$ cat src/rtl/accum1d_driver.sv
// accum1d_driver: FIFO-buffered initiator for the Accum1D en/done four-phase add handshake.
// Define ACCUM1D_DRV_CHECK_EN to build the shadow-sum checker driving expected/mismatch.
module accum1d_driver #(
    parameter int ACCUM_WIDTH    = 256,
    parameter int ADD_WIDTH      = 128,
    parameter int FIFO_DEPTH     = 4,
    parameter int TIMEOUT_CYCLES = 64
) (
    input  logic                   clk,
    input  logic                   reset,
    input  logic                   in_valid,
    output logic                   in_ready,
    input  logic [ADD_WIDTH-1:0]   in_data,
    output logic                   en,
    output logic [ADD_WIDTH-1:0]   add,
    input  logic                   done,
    input  logic [ACCUM_WIDTH-1:0] accum,
    output logic                   busy,
    output logic [31:0]            txn_count,
    output logic                   timeout_err,
    output logic                   mismatch,
    output logic [ACCUM_WIDTH-1:0] expected
);
    localparam int AW = (FIFO_DEPTH > 1) ? $clog2(FIFO_DEPTH) : 1;
    localparam int WW = $clog2(TIMEOUT_CYCLES);
    localparam logic [WW-1:0] WD_LAST = WW'(TIMEOUT_CYCLES - 1);

    typedef enum logic [1:0] {S_IDLE, S_REQ, S_REL} state_t;

    state_t                 state_q;
    logic                   en_q;
    logic [ADD_WIDTH-1:0]   add_q;
    logic [31:0]            txn_q;
    logic                   to_q;
    logic [WW-1:0]          wd_q;

    logic [ADD_WIDTH-1:0]   mem_q [FIFO_DEPTH];
    logic [AW-1:0]          wr_ptr_q, rd_ptr_q;
    logic [AW:0]            cnt_q, cnt_d;
    logic                   push, pop, empty, full;

    assign full     = (cnt_q == (AW+1)'(FIFO_DEPTH));
    assign empty    = (cnt_q == '0);
    assign in_ready = !full;
    assign push     = in_valid && !full;
    // A stale acknowledge still high in IDLE blocks the next issue.
    assign pop      = (state_q == S_IDLE) && !empty && !done;
    assign cnt_d    = cnt_q + (AW+1)'(push) - (AW+1)'(pop);

    always_ff @(posedge clk) begin
        if (push) mem_q[wr_ptr_q] <= in_data;
    end

    always_ff @(posedge clk or posedge reset) begin
        if (reset) begin
            wr_ptr_q <= '0;
            rd_ptr_q <= '0;
            cnt_q    <= '0;
        end else begin
            if (push) wr_ptr_q <= wr_ptr_q + AW'(1);
            if (pop)  rd_ptr_q <= rd_ptr_q + AW'(1);
            cnt_q <= cnt_d;
        end
    end

    always_ff @(posedge clk or posedge reset) begin
        if (reset) begin
            state_q <= S_IDLE;
            en_q    <= 1'b0;
            add_q   <= '0;
            txn_q   <= '0;
            to_q    <= 1'b0;
            wd_q    <= '0;
        end else begin
            case (state_q)
                S_IDLE: begin
                    if (pop) begin
                        add_q   <= mem_q[rd_ptr_q];
                        en_q    <= 1'b1;
                        wd_q    <= '0;
                        state_q <= S_REQ;
                    end
                end
                S_REQ: begin
                    if (done) begin
                        en_q    <= 1'b0;
                        wd_q    <= '0;
                        state_q <= S_REL;
                    end else if (wd_q == WD_LAST) begin
                        to_q    <= 1'b1;
                        en_q    <= 1'b0;
                        wd_q    <= '0;
                        state_q <= S_IDLE;
                    end else begin
                        wd_q <= wd_q + WW'(1);
                    end
                end
                S_REL: begin
                    if (!done) begin
                        txn_q   <= txn_q + 32'd1;
                        wd_q    <= '0;
                        state_q <= S_IDLE;
                    end else if (wd_q == WD_LAST) begin
                        to_q    <= 1'b1;
                        wd_q    <= '0;
                        state_q <= S_IDLE;
                    end else begin
                        wd_q <= wd_q + WW'(1);
                    end
                end
                default: begin
                    en_q    <= 1'b0;
                    state_q <= S_IDLE;
                end
            endcase
        end
    end

`ifdef ACCUM1D_DRV_CHECK_EN
    logic [ACCUM_WIDTH-1:0] exp_q, exp_d;
    logic                   mis_q;

    assign exp_d = exp_q + ACCUM_WIDTH'(add_q);

    // Shadow sum follows the accumulator only on acknowledged adds.
    always_ff @(posedge clk or posedge reset) begin
        if (reset) begin
            exp_q <= '0;
            mis_q <= 1'b0;
        end else if (state_q == S_REQ && done) begin
            exp_q <= exp_d;
            mis_q <= mis_q | (accum != exp_d);
        end
    end

    assign expected = exp_q;
    assign mismatch = mis_q;
`else
    logic accum_unused;
    assign accum_unused = ^accum;
    assign expected     = '0;
    assign mismatch     = 1'b0;
`endif

    assign en          = en_q;
    assign add         = add_q;
    assign txn_count   = txn_q;
    assign timeout_err = to_q;
    assign busy        = (state_q != S_IDLE) || !empty;

endmodule

$ cat config.mk
export PLATFORM = sky130hd
export DESIGN_NAME = accum1d_driver
export DESIGN_NICKNAME = d
export VERILOG_FILES = /design/src/rtl/accum1d_driver.sv
export SDC_FILE = /design/constraint.sdc
export NUM_CORES = 1
export LEC_CHECK = 0
export BUFFER_PORTS_ARGS = -buffer_cell sky130_fd_sc_hd__buf_2
export CAP_MARGIN = 20
export CORE_AREA = 3 3 313 315
export CTS_BUF_LIST = sky130_fd_sc_hd__clkbuf_8
export DETAILED_ROUTE_END_ITERATION = 7
export DIE_AREA = 0 0 316 318
export SYNTH_ARGS = -nofsm -noshare
export SYNTH_HDL_FRONTEND = slang
export SYNTH_SLANG_ARGS = --single-unit
$ cat constraint.sdc
create_clock -name clk -period 6.5 [get_ports clk]
set_clock_uncertainty 0.2 [all_clocks]
set_input_delay 0.65 -clock clk [delete_from_list [all_inputs] [get_ports clk]]
set_output_delay 0.65 -clock clk [all_outputs]
set_load 0.01 [all_outputs]
; ---- Word level (Yosys, flattened, before mapping)
; Memory sizes are Yosys's and may differ from the RTL's. A register that Yosys moved wholly into a read port is not among the register bits.
; Cells that the tools add are included.
[op_classes]
mux = 20
eq_ne = 8
bitwise_logic = 2
reduce_logical = 17
addsub = 6
[op_table]
columns = cell, n
row1 = 32-bit by 1-bit adder with 32-bit output (second input constant), 1
row2 = 6-bit 2-to-1 mux, 4
row3 = 6-bit one-hot mux with 3 select lines, 1
row4 = 1-bit 2-to-1 mux, 8
row5 = 2-bit 2-to-1 mux, 4
row6 = 6-bit by 1-bit adder with 6-bit output (second input constant), 1
row7 = 6-bit equality test (second input constant), 1
row8 = 2-bit != test (second input constant), 3
row9 = 2-bit one-hot mux with 3 select lines, 1
row10 = 2-bit AND reduction, 3
row11 = 3-bit AND reduction, 2
row12 = 2-bit by 1-bit adder with 2-bit output (second input constant), 2
row13 = 2-bit nonzero test, 2
row14 = 3-bit by 1-bit adder with 3-bit output, 1
row15 = 3-bit equality test (second input constant), 1
row16 = 1-bit logical AND, 3
row17 = 1-bit logical NOT, 3
row18 = 3-bit logical NOT, 1
row19 = 3-bit != test (second input constant), 1
row20 = 1-bit one-hot mux with 3 select lines, 1
row21 = 3-bit nonzero test, 1
row22 = 3-bit by 1-bit subtractor with 3-bit output, 1
row23 = 2-bit by 1-bit equality test with 1-bit output (second input constant), 1
row24 = 2-bit equality test (second input constant), 1
row25 = other kinds (4), 5
[totals]
input_bits = 388
mem_bits_rw = 512
wordCells = 62
output_inout_bits = 421
memories = 1
register_bits = 49
[mem_list]
columns = name, depth, width, read_ports, rd_ports_with_merged_regs, write_ports, line_no
row1 = mem_q, 4, 128, 1, 1, 1, 37  ; logic [ADD_WIDTH-1:0] mem_q [FIFO_DEPTH];

; ---- Longest topological paths before layout
; Gate-level depths: netlist of the first run.
[logic_depth]
depth_word = 6
mapped_depth = 11
mapped_depth_nobuf = 11

; ---- Worst setup path after synthesis of the first run
; No wires, ideal clock.
[synth_timing]
path_kind = reg-to-reg
start = register cnt_q[1]
end = memory mem_q[0][0] (enable)
synth_period_minus_slack_ps = 4393
slack_ps = 2107
arrival_time_ps = 3690
path_buffers = 0
setup_ps = 503
path_stages_with_launch = 4
required_time_ps = 5797
cell_sequence = dfrtp_1 > nor2_1 > nand2_1 > and3_1
[synth_via]
elab_chain_cells = 5
[synth_rtl]
columns = item, line_no
row1 = from (decl), 39  ; logic [AW:0] cnt_q, cnt_d;
row2 = from (signal assigned), 62  ; cnt_q <= cnt_d;
row3 = 3-bit equality test, 42  ; assign full = (cnt_q == (AW+1)'(FIFO_DEPTH));
row4 = 1-bit logical NOT, --
row5 = via in_ready, 12  ; output logic in_ready,
row6 = 1-bit logical AND, 45  ; assign push = in_valid && !full;
row7 = 1-bit 2-to-1 mux, 51  ; if (push) mem_q[wr_ptr_q] <= in_data;
row8 = 1-bit 2-to-1 mux (not written as such), 51
row9 = to (decl), 37
; The timed path passes the listed nets, and every way through them passes these cells.

; ---- Worst setup path in the final report of the first run
[layout_timing]
start = register state_q[0]
end = register add_q[2] (netlist: add[2]) (read register of mem_q)
[layout_via]
elab_chain_cells = 4
[layout_rtl]
columns = item, line_no
row1 = from (decl), 30  ; state_t state_q;
row2 = from (signal assigned), 68  ; state_q <= S_IDLE;
row3 = from (signal assigned), 81  ; state_q <= S_REQ;
row4 = from (signal assigned), 88  ; state_q <= S_REL;
row5 = 2-bit logical NOT *, "47, 75"
row6 = 1-bit logical AND (2 in a row), 47  ; assign pop = (state_q == S_IDLE) && !empty && !done;
row7 = 2-bit AND reduction (no line) *, --
row8 = to (decl), 32  ; logic [ADD_WIDTH-1:0] add_q;
; Every way passes the cells marked *; elsewhere a longest branch is shown, timed or not.
; A chain may end at the register's enable or synchronous reset.

==> results of run 1 <==
==> timing repair <==
action | 4_1_cts | 5_1_grt
endpoints found under the hold margin | 605 | 0
setup buffers | 0 | 0
hold buffers | 129 | 0
==> cells by family after synthesis <==
group | count (synthesis)
other | 1
buffers and inverters | 317
AO/OA/AOI/OAI | 23
AND/OR/NAND/NOR | 83
flip-flops | 689
multiplexers | 260
XOR/XNOR | 36
adder cells (fa/ha/maj) | 13
==> power by group <==
group	internal, mW	leakage (nW)	switching (mW)	total (mW)
sequential	5.94	6.85	0.492	6.43
clock	2.24	1.37	1.75	3.99
combinational	1.86	4.45	2.09	3.95
total	10.0	12.7	4.33	14.4
==> worst max path at each step <==
stage	end	slack [ns]	start
after floorplan	add[0]	0.85	reset
after global placement	add[62]	3.05	done
after detailed placement	add[8]	3.05	done
after CTS	add[53]	3.07	state_q[0]
after global routing	add[53]	2.94	state_q[0]
final	add[2]	3.19	state_q[0]
==> cells in the mapped netlist (3+ instances only) <==
master	n
buf_2	12
inv_1	13
and3_1	11
nand2_1	13
mux2_2	132
buf_6	11
a22o_1	4
nand4_1	13
buf_4	267
clkbuf_1	8
a21o_1	3
mux4_2	128
nor2_1	7
dfrtp_1	177
ha_1	12
o21ai_0	5
xor2_1	5
nand3_1	15
nor3_1	6
edfxtp_1	512
a21oi_1	4
xnor2_1	31
nor2b_1	4
buf_1	4
==> cell type report <==
class / instances / area [sq um]
fill: 8921 / 61800
sequential: 689 / 19800
multi-input combinational: 672 / 6470
timing repair buffer: 440 / 2910
clock buffer: 131 / 1800
tap: 1265 / 1580
clock inverter: 83 / 644
inverter: 13 / 56.3
antenna: 10 / 25.0
==> routing by layer <==
metal	track usage	vias up	part of all wire
met4	0.0400	16	0.023
li1	-	6016	-
met1	0.148	7108	0.39
met3	0.0547	132	0.11
met5	0	-	0.0017
met2	0.205	606	0.48
==> flip-flops by register name (all words and copies together), names as in the netlist, 2 cells and up <==
name	count
add	128
cnt_q	3
wr_ptr_q	2
mem_q	512
wd_q	6
state_q	2
txn_count	32
rd_ptr_q	2
==> worst max-delay path, delay by kind of cell, from the launching register on <==
| kind | cells | cell delay, ns |
|---|---|---|
| fa+ha+maj | 1 | 0.27 |
| mux | 1 | 0.42 |
| flops | 1 | 0.41 |
| buf+inv | 3 | 1.57 |
| simple gates | 1 | 0.25 |
==> placed cells by master, fill, tap and decap left out, types with 12 or more instances in the layout <==
| master | n |
|---|---|
| edfxtp_1 | 512 |
| buf_2 | 295 |
| conb_1 | 257 |
| dfrtp_1 | 175 |
| mux2_2 | 132 |
| clkbuf_8 | 131 |
| dlygate4sd3_1 | 129 |
| mux4_2 | 128 |
| inv_1 | 43 |
| xnor2_1 | 31 |
| clkinv_2 | 22 |
| nand3_1 | 15 |
| buf_4 | 14 |
| nand2_1 | 13 |
| nand4_1 | 13 |
| ha_1 | 12 |
| clkinv_1 | 12 |
==> key figures, run 1 <==
Placement
  – Placed cells: 2,950
  – Dpl cell area: 0.0295 sq mm
  – Port Buffer Count: 295
  – Routability congestion estimate: 0.740
  – Setup slack at placement: 3.05 ns
  – Hpwl dp: 39.2 mm

STA
  – Slew margin rel.: 0.397
  – RSZ-0062 raised after global routing: false
  – WHS: 0.182 ns
  – Minimum clock period: 3.31 ns
  – Part of the cycle the worst path needs: 0.510
  – Slew Viols, Final: 0
  – Setup violators final: 0
  – Worst-margin pin slew: 0.905 ns
  – Final hold violations: 0
  – Fmax: 0.302 GHz
  – Setup ws final: 3.19 ns
  – Post-route setup TNS: 0 ns

Worst setup path
  – Worst path most repeated cell: buf_4
  – Crit-path slowest cell: buf_4
  – Crit start category: flop
  – FF-to-FF Start: state_q[0]
  – Reg2reg path depth: 6
  – Max incr delay on CP: 0.83 ns
  – Crit end category: flop
  – Worst path required time: 6.88 ns
  – Cell Chain, Critical Path: inv_1 > ha_1 > nor3b_4 > buf_4 > buf_4 > mux2_2
  – Worst reg2reg setup slack: 3.19 ns
  – Worst Path Max Fanout: 57
  – Critical path class: flop to flop
  – Worst EP arrival: 3.69 ns
  – R2R Path End: add[2]

Route
  – Via density: 4.20
  – Via count: 13,900
  – Drt initial violations: 679
  – Antenna viol nets, final: 0
  – Detailed Routing Iterations Pass 1: 4
  – # DRC: 0
  – WL/cell: 19.2 um
  – Routed wire length: around 63 mm

CTS
  – CTS tree: built
  – H-tree levels: 3
  – Clk root buf: clkbuf_8
  – Number of gates resized after CTS: 0
  – Clock sink count: about 690
  – Clk buf depth: 3
  – Worst-skew pair later-pin latency: just over 0.7 ns
  – Num CTS Buffers: 112
  – Clock transition at path regs: approximately 0.07 ns

Floorplan
  – Die area: about 0.10 sq mm
  – I/O pins: ~800
  – Core Region: 0.0952 sq mm
  – Initial Util: 0.290
  – Die X: 316 um
  – DIE HEIGHT: 318 um
  – Rows: approximately 110

Finish
  – Cell Count, Final, Fillers Out: 3,303
  – Nets: ~2,300
  – Layout cells sized above 1: 0.370
  – Design area: 0.0333 sq mm
  – Layout area overhead: 20.8%
  – Util after Layout: 0.350

Synthesis
  – Synth Area in Compound Gates: 0.00572
  – Synth area leader: edfxtp_1
  – Synthesized netlist cell count: 1,422
  – Cell variety after synth: 44
  – Mean Syn Cell Area: 19.4 sq um
  – Mux contribution to synthesized area: 0.158
  – #FFs+latches synth: between 600 and 700
  – Simple-gate share of the synthesized area: 0.0171
  – Synth area leaders: edfxtp_1 56%, dfrtp_1 16%, mux4_2 10%
  – Asr flop ratio synth: 0.257
  – Ys flop type: edfxtp_1
  – Yosys warns: 0
  – Xor-xnor portion of the synthesized cell area: 0.0114
  – Post-synthesis adder-cell area fraction: 0.00617
  – Post-synth top area share: 0.557
  – Largest family of logic cells by synthesized area: multiplexers
  – Post-synth EDFFs: 512
  – Sequential area share after synthesis: 0.718
  – Post-Synthesis Cell Area: between 0.02 and 0.03 sq mm

Worst hold path
  – Hold Path Sink: wr_ptr_q[0]
  – Worst hold stages: 3
  – Hold Path Origin: in_valid
  – Hold crit path type: input port to flop

Run
  – Max-cap violations: 0

Global routing
  – Number of global-route vias before repair: 15,100
  – Largest net degree at the start of global routing: 95
  – Initial antenna violation count: 22
  – Total GRT Usage: 0.125
  – First-pass GRT wire length: 95.3 mm
  – Total congestion overflow: 0

Pwr
  – Total power: about 14 mW
  – IR drop worst, VDD: 0.000235 V
  – Pleak: 12.7 nW
  – PD cells: 432 mW/mm^2

Status
  – Status: completed
Note: power is estimated with default switching activity, not from simulation.
==> inputs of run 2 (changes only) <==
clock period = 3.2 ns   (was 6.5 ns; I/O delays follow)
==> key figures, run 2 (synthesized netlist as in run 1, its figures left out) <==
Floorplan
  – Die area: between 0.1 and 0.15 sq mm
  – I/O pins: 809
  – Rows: 113
  – Core Region: 0.0952 sq mm
  – DIE HEIGHT: between 300 and 400 um
  – Initial Util: 0.290
  – Die X: between 300 and 400 um

STA
  – Post-route setup TNS: 0 ns
  – RSZ-0062 raised after global routing: false
  – Worst-margin pin slew: 0.738 ns
  – Slew margin rel.: 0.508
  – Slew Viols, Final: 0
  – Fmax: approximately 0.34 GHz
  – Minimum clock period: 2.94 ns
  – Final hold violations: 0
  – Setup violators final: 0
  – Part of the cycle the worst path needs: 0.920

CTS
  – Clock sink count: 689
  – CTS tree: built
  – H-tree levels: 3
  – Worst-skew pair later-pin latency: 0.73 ns
  – Clk root buf: clkbuf_8
  – Post-CTS Setup Repair Bufs: 0
  – Clock transition at path regs: about 0.060 ns
  – Number of gates resized after CTS: 0
  – Clk buf depth: 3
  – Num CTS Buffers: 114

Pwr
  – Pleak: 12.8 nW
  – Combinational Power Share: 0.291
  – Seq pwr share: 0.448
  – Internal power: around 20 mW
  – Clock network power share: 0.261
  – PD cells: 865 mW/mm^2
  – Sw Share: 0.305
  – Sw Pwr: 8.85 mW
  – IR drop worst, VDD: about 0.00051 V

Global routing
  – Number of global-route vias before repair: around 15,000
  – Initial antenna violation count: 16
  – Total congestion overflow: 0
  – Largest net degree at the start of global routing: 79
  – First-pass GRT wire length: around 95 mm
  – Total GRT Usage: 0.125

Placement
  – Hpwl dp: approximately 40 mm
  – Dpl cell area: 0.0299 sq mm
  – Port Buffer Count: 295
  – Routability congestion estimate: 0.798

Worst setup path
  – Worst path required time: 2.68 ns
  – FF-to-FF Start: state_q[0]
  – Crit start category: flop
  – Max incr delay on CP: 0.61 ns
  – R2R Path End: add[31]
  – Buf/Inv on CP: 3
  – CP top delay family: simple AND/OR/NAND/NOR gates
  – Worst path most repeated cell: inv_1
  – Crit end category: output port
  – Setup crit end: busy
  – Worst EP arrival: 2.42 ns
  – Crit-path slowest cell: nor4b_1
  – Reg2reg path depth: 6
  – Worst reg2reg setup slack: roughly 0.65 ns
  – Crit path depth: 5
  – Worst Path Max Fanout: 6
  – Critical path class: flop to output port
  – Worst setup path startpoint: state_q[0]
  – Cell Chain, Critical Path: inv_1 > ha_1 > nor4b_1 > inv_1 > buf_2

Route
  – Detailed Routing Iterations Pass 1: 5
  – Via density: 4.19
  – Via count: 13,900
  – Antenna viol nets, final: 0
  – Routed wire length: ~63 mm
  – WL/cell: 19.0 um
  – # DRC: 0
  – Drt initial violations: 770

Worst hold path
  – Worst hold stages: 2
  – Hold crit path type: input port to flop
  – Hold Path Origin: in_data[57]

Finish
  – Highest-count cells in the layout ignoring fill and taps: 512 x edfxtp_1, 295 x buf_2, 257 x conb_1
  – Biggest register: mem_q
  – Max FFs per register: 512
  – Most common cell after layout, fill and taps aside: edfxtp_1
  – Layout cells sized above 1: 0.365
  – Nets: 2,352
  – Design area: 0.0335 sq mm
  – Layout area overhead: 21.5%

Run
  – Max-cap violations: 0

Status
  – Status: completed
run 2: worst min path at each step:
stage / endpoint / slack (ns)
2_1_floorplan: mem_q[0][0] / 0.22
3_3_place_gp: add[102] / 0.16
3_5_place_dp: add[102] / 0.17
4_1_cts: mem_q[3][57] / 0.02
5_1_grt: mem_q[0][19] / 0.08
6_report: mem_q[0][57] / 0.14
run 2: what timing repair did:
item	4_1_cts	5_1_grt
setup endpoints to repair	0	0
endpoints found under the hold margin	746	0
hold buffers	132	0
run 2: power groups by stage:
stage	sequential, mW	combinational, mW	clock, mW
6_report	13.0	8.45	7.56
5_1_grt	13.2	9.24	8.32
3_5_place_dp	13.2	8.55	0
2_1_floorplan	13.3	5.35	0
4_1_cts	13.0	8.73	7.88
3_3_place_gp	13.1	8.46	0
run 2: worst register-to-register path: cells and delay by family (launching register included):
family                   cells  cell delay [ns]
multiplexers                 1             0.60
AND/OR/NAND/NOR              1             0.26
buffers and inverters        3             0.67
adder cells (fa/ha/maj)      1             0.29
flip-flops                   1             0.41
run 2: through the flow:
stage	power, mW	hold WS [ns]	instances	util	setup WS [ns]
after detailed placement	21.7	0.166	2968	0.314	0.641
after global routing	30.8	0.0842	3321	0.352	0.140
after global placement	21.5	0.163	2968	0.314	0.662
after floorplan	18.7	0.219	1678	-	0.267
after CTS	29.6	0.0212	3315	0.352	0.199
final	29.0	0.144	3329	0.352	0.255
run 2: cell type report:
cell class / instances / area (sq um)
clock buffer: 127 / 1750
fill: 8933 / 61600
antenna: 14 / 35.0
timing repair buffer: 461 / 3290
sequential: 689 / 19800
clock inverter: 88 / 520
inverter: 13 / 52.6
multi-input combinational: 672 / 6470
tap: 1265 / 1580
run 2: per-layer routing:
metal  routed length [um]  global-route usage  up-vias
met2                29500               0.197      588
met4                 1400              0.0424        4
met5                   27                   0        -
met1                25900               0.155     7172
met3                 6360              0.0532      116
li1                     -                   -     6067
